File: src/rtl/fetch_pkg.sv
// Shared widths, reset PC and decode opcode constants for the fetch/decode front end.
package fetch_pkg;
  localparam int INSTR_W = 16;
  localparam int ADDR_W  = 8;
  localparam int ENTRY_W = INSTR_W + ADDR_W;

  localparam logic [ADDR_W-1:0] RESET_PC_DEFAULT = 8'h00;

  // Opcode lives in instr[15:12]; decode matches against these.
  typedef enum logic [3:0] {
    OP_ADD  = 4'h0,
    OP_SUB  = 4'h1,
    OP_AND  = 4'h2,
    OP_OR   = 4'h3,
    OP_LOAD = 4'h8,
    OP_STOR = 4'h9,
    OP_BEQ  = 4'hC,
    OP_JMP  = 4'hE,
    OP_NOP  = 4'hF
  } opcode_t;

  typedef struct packed {
    logic [INSTR_W-1:0] instr;
    logic [ADDR_W-1:0]  pcplus1;
  } fetch_entry_t;
endpackage

File: src/rtl/fetch_fifo.sv
// Prefetch buffer: power-of-two FIFO with flush; head is read from registered storage only.
module fetch_fifo #(
  parameter int DEPTH = 2,
  parameter int W     = 24
) (
  input  logic                         clk,
  input  logic                         reset,
  input  logic                         flush,
  input  logic                         push,
  input  logic                         pop,
  input  logic [W-1:0]                 din,
  output logic [W-1:0]                 dout,
  output logic [$clog2(DEPTH+1)-1:0]   count,
  output logic                         empty,
  output logic                         full
);
  localparam int PTR_W = $clog2(DEPTH);
  localparam int CNT_W = $clog2(DEPTH + 1);

  logic [W-1:0]     mem [DEPTH];
  logic [PTR_W-1:0] rd_ptr;
  logic [PTR_W-1:0] wr_ptr;
  logic             do_push;
  logic             do_pop;

  assign empty   = (count == '0);
  assign full    = (count == CNT_W'(DEPTH));
  assign do_pop  = pop && !empty && !flush;
  assign do_push = push && !flush && (!full || do_pop);

  // When empty, show the slot just behind rd_ptr so the last delivered entry holds.
  assign dout = empty ? mem[rd_ptr - PTR_W'(1)] : mem[rd_ptr];

  always_ff @(posedge clk) begin
    if (!reset) begin
      rd_ptr <= '0;
      wr_ptr <= '0;
      count  <= '0;
      for (int i = 0; i < DEPTH; i++) mem[i] <= '0;
    end else if (flush) begin
      wr_ptr <= rd_ptr;
      count  <= '0;
    end else begin
      if (do_push) begin
        mem[wr_ptr] <= din;
        wr_ptr      <= wr_ptr + PTR_W'(1);
      end
      if (do_pop) rd_ptr <= rd_ptr + PTR_W'(1);
      if (do_push && !do_pop)      count <= count + CNT_W'(1);
      else if (!do_push && do_pop) count <= count - CNT_W'(1);
    end
  end
endmodule

File: src/rtl/fetch_stage.sv
// Instruction fetch: owns fetch_pc, drives the combinational imem, and feeds IF/ID via a prefetch FIFO.
module fetch_stage
  import fetch_pkg::*;
#(
  parameter logic [ADDR_W-1:0] RESET_PC = RESET_PC_DEFAULT,
  parameter int                DEPTH    = 2
) (
  input  logic               clk,
  input  logic               reset,
  output logic [ADDR_W-1:0]  imem_addr,
  input  logic [INSTR_W-1:0] imem_instr,
  input  logic               redirect_valid,
  input  logic [ADDR_W-1:0]  redirect_pc,
  output logic               out_valid,
  input  logic               out_ready,
  output logic [INSTR_W-1:0] out_instr,
  output logic [ADDR_W-1:0]  out_pcplus1
);
  // Handshake: a transfer to IF/ID happens exactly on cycles with out_valid && out_ready;
  // out_valid never depends on out_ready, and a redirect in the same cycle voids the pop.

  logic [ADDR_W-1:0]          fetch_pc;
  logic [$clog2(DEPTH+1)-1:0] fifo_count;
  logic                       fifo_empty;
  logic                       fifo_full;
  logic                       pop;
  logic                       push;
  fetch_entry_t               push_entry;
  fetch_entry_t               head_entry;

  assign imem_addr = fetch_pc;
  assign pop       = !fifo_empty && out_ready;
  assign push      = !redirect_valid && (!fifo_full || pop);

  assign push_entry.instr   = imem_instr;
  assign push_entry.pcplus1 = fetch_pc + 8'd1;

  assign out_valid   = (fifo_count != '0);
  assign out_instr   = head_entry.instr;
  assign out_pcplus1 = head_entry.pcplus1;

  always_ff @(posedge clk) begin
    if (!reset)              fetch_pc <= RESET_PC;
    else if (redirect_valid) fetch_pc <= redirect_pc;
    else if (push)           fetch_pc <= fetch_pc + 8'd1;
  end

  fetch_fifo #(
    .DEPTH (DEPTH),
    .W     (ENTRY_W)
  ) u_fifo (
    .clk   (clk),
    .reset (reset),
    .flush (redirect_valid),
    .push  (push),
    .pop   (pop),
    .din   (push_entry),
    .dout  (head_entry),
    .count (fifo_count),
    .empty (fifo_empty),
    .full  (fifo_full)
  );
endmodule

File: config.mk
export PLATFORM = sky130hd
export DESIGN_NAME = fetch_stage
export DESIGN_NICKNAME = d
export VERILOG_FILES = /design/src/rtl/fetch_pkg.sv /design/src/rtl/fetch_fifo.sv /design/src/rtl/fetch_stage.sv
export SDC_FILE = /design/constraint.sdc
export NUM_CORES = 1
export LEC_CHECK = 0
export ABC_AREA = 1
export CAP_MARGIN = 0
export CELL_PAD_IN_SITES_DETAIL_PLACEMENT = 0
export CELL_PAD_IN_SITES_GLOBAL_PLACEMENT = 1
export CORE_MARGIN = 2
export CORE_UTILIZATION = 39
export DETAILED_ROUTE_END_ITERATION = 7
export GPL_ROUTABILITY_DRIVEN = 1
export PLACE_DENSITY_LB_ADDON = 0.25
export REMOVE_ABC_BUFFERS = 1
export SLEW_MARGIN = 20
export SYNTH_ARGS = -nofsm -noshare
export SYNTH_HDL_FRONTEND = slang
export SYNTH_SLANG_ARGS = --single-unit
File: constraint.sdc
create_clock -name clk -period 2.45 [get_ports clk]
set_input_delay 0.6125 -clock clk [delete_from_list [all_inputs] [get_ports clk]]
set_output_delay 0.6125 -clock clk [all_outputs]
set_load 0.03 [all_outputs]
Word-level counts from Yosys, hierarchy flattened --
Memories as Yosys holds them, arrays and structs flattened. A register that Yosys moved wholly into a read port is not among the register bits. Index checks and enable logic that the tools add are counted.
Storage, ports and cells: register bits 12, bits in writable memories 48, input port bits 28, output and inout port bits 33, logic and storage cells 54, memories 1
Cells by class: add/sub/neg operators 6, equality and inequality tests 1, mux-type cells 17, bitwise logic cells 2, reduce and logical (&&, ||, !) cells 23
Memories:
- u_fifo.mem | depth 2, width 24, rd ports 2, clocked after memory_dff 1, wr ports 2, RTL line fetch_fifo.sv:20 | logic [W-1:0] mem [DEPTH];
Operators with widths (count):
- $mux W24 | 2
- $reduce_or A24 Y1 | 1
- $mux W8 | 2
- $mux W1 | 11
- $add A8 B1 Y8 const B | 1
- $logic_and A1 B1 Y1 | 8
- $reduce_bool A2 Y1 | 4
- $logic_not A1 Y1 | 5
- $mux W2 | 2
- $add A1 B1 Y1 const B | 2
- $add A2 B1 Y2 const B | 1
- $eq A2 B2 Y1 const B | 1
- $logic_not A2 Y1 | 1
- $logic_or A1 B1 Y1 | 2
- $not A1 Y1 | 2
- $reduce_and A2 Y1 | 1
- $reduce_or A2 Y1 | 1
- $sub A2 B1 Y2 const B | 1
- $sub A1 B1 Y1 const B | 1

Depth between registers and ports, before layout --
Gate-level depths: netlist (run 1).
word-level depth 13, gate-level depth with buffers 10, mapped depth without buffers 10

Modules after synthesis --
From an unflattened synthesis (run 1), not the netlist that was laid out.
Unflattened totals: cells, all modules 388, area total of the unflattened synthesis 3320.7 sq um
By module, submodules not included:
- fetch_fifo | instances 1, cells each 302, area an instance 2748.9 sq um, seq. area each 1541.5 sq um
- fetch_stage | instances 1, cells each 86, area an instance 571.8 sq um, seq. area each 160.2 sq um

Worst setup path after synthesis (run 1) --
OpenSTA, ideal clock, no wires.
path kind input -> register, start in out_ready, end mem u_fifo.mem[0][0] (enable), library setup time 0.381 ns, arrival 1.731 ns, data required time 2.069 ns, setup slack 0.338 ns, stages 7, buffers on the path 1, path through inv_1 -> nand3_2 -> nand2_2 -> nor2_4 -> nand2_2 -> buf_6 -> nand2_1
RTL lines:
- start, declared | RTL line fetch_stage.sv:15 | input logic out_ready,
- end, declared | RTL line fetch_fifo.sv:20

Worst setup path after layout (run 1) --
start reg u_fifo.count[1], end out out_instr[6]
Between the ends: cells in the longest elaborated chain, start to end 2
Ends and longest elaborated chain:
- start, declared | RTL line fetch_fifo.sv:13 | output logic [$clog2(DEPTH+1)-1:0] count,
- start signal, assigned | RTL line fetch_fifo.sv:49 | if (do_push && !do_pop) count <= count + CNT_W'(1);
- start signal, assigned | RTL line fetch_fifo.sv:50 | else if (!do_push && do_pop) count <= count - CNT_W'(1);
- $logic_not A2 Y1 | RTL line fetch_fifo.sv:26 | assign empty = (count == '0);
- $mux W24 | RTL line fetch_fifo.sv:32 | assign dout = empty ? mem[rd_ptr - PTR_W'(1)] : mem[rd_ptr];
- end, declared | RTL line fetch_stage.sv:16 | output logic [INSTR_W-1:0] out_instr,
Every way passes these cells.

==> results.md, run 1 <==
- Synth Register Bits: 61
- Layout net count: 493
- Simple-gate portion of the synthesized area: 23.5%
- Critical Path Sink Type: output port
- Post-synth ARST share: 0%
- Worst vdd ir: 0.285 mV
- Iter 0 DRT Violations: 114
- Initial antenna violation count: 0
- Clk network pwr share: 35.3%
- Synth Area in XOR/XNOR: 0.540%
- WL final: 8120 um
- Die width: 95.2 um
- RSZ-0062 raised after global routing: no
- Yosys top cell area share: 44.4%
- Design area: 4290 um^2
- Largest net degree at the start of global routing: 27
- Post-synth EDFFs: 48
- Post-Place Worst Slack: 143 ps
- CP Launch Type: flip-flop
- Complex-gate fraction of the synthesized area: 14.5%
- Status: completed
- CP peak stage delay: 430 ps
- Post-Synthesis Cells: 388
- Skew final: 10.4 ps
- Pin slew with the least headroom to its limit: 365 ps
- Biggest area consumer among synthesized cells: edfxtp_1
- Slew Limit Headroom: 75.6%
- ANT nets after route: 0
- CP cell instances: nor2_2 > buf_4 > o21ai_0 > o22ai_1 > dlygate4sd2_1
- TritonCTS Buffers: 9
- Main combinational cell family by area after synthesis: simple AND/OR/NAND/NOR gates
- Fin. max-slew vios: 0
- Wirelength per Cell: 14.2 um
- Most common cell in the netlist: nor2_1
- First-pass GRT wire length: 13500 um
- Vias/cell: 5.05
- Core box area: 8130 um^2
- Die Y: 95.2 um
- DP Area: 4090 um^2
- Average cell area after synthesis: 8.36 um^2
- GR Overflow Total: 0
- Critical path class: reg2out
- Leak: 1.80 nW
- Adder-cell share of the synthesized area: 0.772%
- List of most frequent post-synthesis cells: nor2_1, o21ai_0, edfxtp_1, nand2_1, inv_1
- Most used DFF post-synth: edfxtp_1
- Post-synthesis mux area share: 0%
- Number of max-cap violations: 0
- Clock-pin slew of the registers on the worst-case setup and hold paths: 70 ps
- Area contributors post-synth: edfxtp_1, nor2_1, dfxtp_1
- Vias: 2895
- WP data required: 1840 ps
- Fill count: 754
- R2R Setup Slk: 780 ps
- Row count: 33
- Unique masters post-synth: 26
- Sequential share of power: 43.3%
- Power density over the cells: 660 nW/um^2
- CP Max Fanout: 6
- Critical-path top delay cell: dlygate4sd2_1
- Final worst setup slack: 101 ps
- Gr usage total: 19.6%
- Die area: 9060 um^2
- Synthesis Warnings: 0
- Vias in the first global route: 2840
- Worst min path class: reg2reg
- Starting density of the core: 39.9%
- Clock Tree Buf Depth: 2
- Tmin final: 2350 ps
- Post-synthesis sequential area ratio: 52.5%
- Combinational cell fraction of total power: 21.4%
- Area Growth Syn to Fin: 32.3%
- Antenna Diode Count: 0
- Post-Syn Area: 3240 um^2
- Fin Hold WS: 561 ps
- Achievable frequency: 426 MHz
- Layout cells sized above 1: 15.0%
- H-tree depth: 3
- Final hold viol count: 0
- TritonCTS clock tree: done
- Net Sw Power: 835 uW
- Crit share post-route: 95.9%
- Int Power: 2.00 mW
- Final Wtd Congestion: 0.821
- Port bufs: 60
- Clk root buf: clkbuf_8
- First-pass DRT Iterations: 4
- Clk Latency, worst-skew pair: 340 ps
- Clk sink count: 61
- CP Data Arrival Time: 1740 ps
- Hpwl dp: 5600 um
- # DRC: 0
- Hold Buf Count CTS: 0
- IO Pins: 61
- Finish-stage setup viols: 0
- Switching share of power: 29.5%
## power by group through the flow
stage / registers (mW) / logic, mW / clock network [mW]
6_report: 1.23 / 0.607 / 0.999
3_5_place_dp: 1.25 / 0.642 / 0
3_3_place_gp: 1.24 / 0.636 / 0
4_1_cts: 1.22 / 0.613 / 1.02
5_1_grt: 1.23 / 0.665 / 1.07
2_1_floorplan: 1.26 / 0.328 / 0
## sequential cells by signal (all words and copies together), names as in the netlist, named ones only
signal         cells
u_fifo.rd_ptr      1
u_fifo.mem        48
imem_addr          8
u_fifo.count       2
u_fifo.wr_ptr      1
## through the flow
| step | utilization (%) | TNS, ps | cells | power, mW |
|---|---|---|---|---|
| 6_report | 52.7 | 0 | 573 | 2.83 |
| 5_1_grt | 52.7 | 0 | 573 | 2.97 |
| 4_1_cts | 52.7 | 0 | 573 | 2.86 |
| 3_5_place_dp | 50.3 | 0 | 557 | 1.89 |
| 3_3_place_gp | 50.3 | 0 | 557 | 1.88 |
| 2_1_floorplan | - | -104 | 369 | 1.59 |
## path summary, 6_finish.rpt
check | start | to | cells after the start
worst max-delay path | u_fifo.count[1] | out_instr[6] | 5
worst min-delay path | imem_addr[1] | imem_addr[1] | 2
worst max register to register | u_fifo.count[1] | u_fifo.count[1] | 9
worst min register to register | imem_addr[1] | imem_addr[1] | 2
## what timing repair did
| action | in CTS | in global routing |
|---|---|---|
| endpoints found under the setup margin | 18 | 1 |
| setup buffers | 0 | 0 |
| pin swaps | 0 | 0 |
| resized for setup | 18 | 1 |
| endpoints found under the hold margin | 0 | 0 |
## layer usage
metal / up-vias / part of all wire (%) / track usage [%]
li1: 1452 / - / -
met1: 1341 / 44 / 23.9
met2: 94 / 50 / 35.2
met3: 8 / 5.5 / 3.79
met4: 0 / 1.1 / 5.92
met5: - / 0 / 0
## critical path, delay by kind of cell (launching register included)
family | cells | cell delay (ps)
AO/OA/AOI/OAI | 2 | 280
AND/OR/NAND/NOR | 1 | 190
flip-flops | 1 | 320
buffers and inverters | 2 | 610
## placed cells by master (no fill, tap or decap), drive strengths merged
| cell | instances |
|---|---|
| dlygate4sd2 | 17 |
| xnor2 | 1 |
| o21ai | 49 |
| nor2 | 108 |
| o21bai | 2 |
| dfxtp | 13 |
| nand2 | 47 |
| nand3 | 16 |
| a31oi | 1 |
| buf | 29 |
| xor2 | 1 |
| edfxtp | 48 |
| o22ai | 23 |
| a21oi | 12 |
| bufinv | 2 |
| ha | 2 |
| clkdlybuf4s50 | 36 |
| clkbuf | 9 |
| inv | 42 |
| clkinvlp | 2 |
| clkdlybuf4s15 | 1 |
| clkinv | 3 |
| nand4 | 4 |
## cells by family after synthesis
group,Yosys count
compound gates,87
xor+xnor,2
fa+ha+maj,2
buf+inv,61
flops,61
simple gates,175
## cell type report
type / count / area [um^2] / area share, %
clock buffer: 9 / 124 / 2.89
clock inverter: 7 / 97.6 / 2.28
inverter: 42 / 160 / 3.73
multi-input combinational: 266 / 1270 / 29.7
sequential: 61 / 1700 / 39.7
tap: 105 / 131 / 3.06
timing repair buffer: 83 / 800 / 18.6
(Power assumes the default switching activity.)
==> inputs of run 2 (changes only) <==
- CELL_PAD_IN_SITES_DETAIL_PLACEMENT: 0 -> 2
- CELL_PAD_IN_SITES_GLOBAL_PLACEMENT: 1 -> 2
- CORE_UTILIZATION: 39 -> 31
- MAX_ROUTING_LAYER: default -> met4
==> results.md, run 2 (synthesis gave the netlist of run 1 again) <==
- IO Pins: 61 (unchanged)
- RSZ-0062 raised after global routing: no
- Layout cells sized above 1: 17.4% (+2.4 points)
- Critical path class: reg2out
- Core box area: 10200 um^2 (+26%)
- Die width: 106 um (+12%)
- CP Data Arrival Time: 1770 ps (+30 ps)
- Layout net count: 502 (+1.8%)
- # DRC: 0 (unchanged)
- Critical-path top delay cell: clkdlybuf4s15_1
- Fin. max-slew vios: 0 (unchanged)
- Die Y: 106 um (+12%)
- Iter 0 DRT Violations: 65 (-43%)
- CP Max Fanout: 7 (+1)
- CP top delay family: buffers and inverters
- Clock Tree Buf Depth: 2 (unchanged)
- CP bufs+invs: 2 (unchanged)
- Number of max-cap violations: 0 (unchanged)
- Final hold viol count: 0 (unchanged)
- Leading cell types in the layout, fill and taps excluded: nor2_1, o21ai_0, edfxtp_1
- Initial antenna violation count: 0 (unchanged)
- Clk Latency, worst-skew pair: 340 ps (about the same)
- Fill count: 1157 (+53%)
- First-pass GRT wire length: 17500 um (+30%)
- Clk root buf: clkbuf_8
- Finish-stage setup viols: 0 (unchanged)
- CP peak stage delay: 430 ps (about the same)
- Leak: 1.81 nW (+0.56%)
- Most common cell after layout, fill and taps aside: nor2_1
- Biggest register: u_fifo.mem
- Vias in the first global route: 3550 (+25%)
- Hpwl dp: 8110 um (+45%)
- Reg area: 1700 um^2 (about the same)
- First-pass DRT Iterations: 4 (unchanged)
- Clock-pin slew of the registers on the worst-case setup and hold paths: 70 ps (about the same)
- Final worst setup slack: 71.4 ps (-29.2 ps)
- Post-Place Worst Slack: 65.4 ps (-77.5 ps)
- Max reg flops: 48 (unchanged)
- Crit share post-route: 97.1% (+1.2 points)
- Port bufs: 60 (unchanged)
- Area Growth Syn to Fin: 33.9%
- Clk sink count: 61 (unchanged)
- TritonCTS clock tree: done
- WL final: 10800 um (+34%)
- Status: completed
- Worst vdd ir: 0.229 mV (-20%)
- Row count: 37 (+12%)
- TritonCTS Buffers: 9 (unchanged)
- Skew final: 7.52 ps (-2.85 ps)
- Vias/cell: 4.96 (-1.7%)
- Gr usage total: 20.8% (+1.1 points)
- Total Power: 2.73 mW (-3.5%)
- Final Wtd Congestion: 0.740 (-9.9%)
- Pin slew with the least headroom to its limit: 363 ps (-2.14 ps)
- Achievable frequency: 420 MHz (-1.2%)
- Wirelength per Cell: 17.7 um (+25%)
- Slew Limit Headroom: 75.7% (+0.14 points)
- Power density over the cells: 629 nW/um^2 (-4.7%)
- CP cell instances: inv_1 > o21ai_0 > o22ai_1 > clkdlybuf4s15_1
- Worst min path class: reg2reg
- WP data required: 1840 ps (about the same)
- Antenna Diode Count: 0 (unchanged)
- Vias: 3043 (+5.1%)
- Area of the multi-input gates: 1290 um^2 (+0.88%)
- H-tree depth: 3 (unchanged)
- CP Launch Type: flip-flop
- Die area: 11300 um^2 (+25%)
- Post-CTS setup buffers: 0 (unchanged)
- GR Overflow Total: 0 (unchanged)
- ANT nets after route: 0 (unchanged)
- Tmin final: 2380 ps (+29.2 ps)
- Starting density of the core: 31.7% (-8.2 points)
- Largest net degree at the start of global routing: 25 (-7.4%)
- Critical Path Sink Type: output port
## run 2: path summary, 6_finish.rpt
| kind | cells past startpoint | startpoint | end | slack [ps] |
|---|---|---|---|---|
| setup / recovery | 4 | flip-flop | out_pcplus1[0] | 70 |
| hold / removal | 2 | imem_addr[1] | imem_addr[1] | 560 |
| setup reg to reg | 9 | u_fifo.count[1] | u_fifo.count[1] | 730 |
| hold reg to reg | 2 | imem_addr[1] | imem_addr[1] | 560 |
## run 2: timing repair
action	in CTS	in global routing
hold buffers	0	0
setup endpoints to repair	19	17
pin swaps	0	1
resized for setup	25	7
## run 2: area by class of cell
| type | count | area share (%) |
|---|---|---|
| flip-flops and latches | 61 | 39.2 |
| multi-input cells | 266 | 29.6 |
| repair buffers | 92 | 19.4 |
| clock inverters | 6 | 1.24 |
| clock buffers | 10 | 2.94 |
| inverters | 42 | 3.69 |
| well taps | 136 | 3.92 |
## run 2: worst register-to-register path, delay by kind of cell, from the launching register on
| family | cells | cell delay [ps] |
|---|---|---|
| fa+ha+maj | 1 | 340 |
| simple gates | 4 | 450 |
| buf+inv | 3 | 320 |
| flops | 1 | 390 |
| xor+xnor | 1 | 140 |
## run 2: stage by stage
step                      hold WS (ps)  setup TNS [ps]  std cells  util (%)  cell area (um^2)
final                              555               0        613      42.4              4340
after global routing               605               0        613      42.4              4340
after CTS                          556               0        613      42.4              4340
after detailed placement           543               0        597      40.7              4170
after global placement             535               0        597      40.7              4170
after floorplan                    500            -104        369         -              3140
## run 2: where the power goes
group          total (mW)  leakage (nW)  switching (mW)  internal (mW)
registers            1.23         0.611          0.0460           1.19
clock network       0.852        0.0888           0.394          0.458
logic               0.650          1.11           0.403          0.247
total                2.73          1.81           0.843           1.89
## run 2: routing by layer
metal | up-vias | wire length [um] | track usage, %
li1 | 1470 | - | -
met1 | 1480 | 4380 | 22.2
met2 | 75 | 5930 | 38.5
met3 | 18 | 347 | 3.92
met4 | 0 | 188 | 6.86
met5 | - | 0 | -
==> inputs of run 3 (changes only) <==
- CAP_MARGIN: 0 -> default
==> results of run 3 <==
No change in the layout: final DEF, timing and power equal those of run 2.
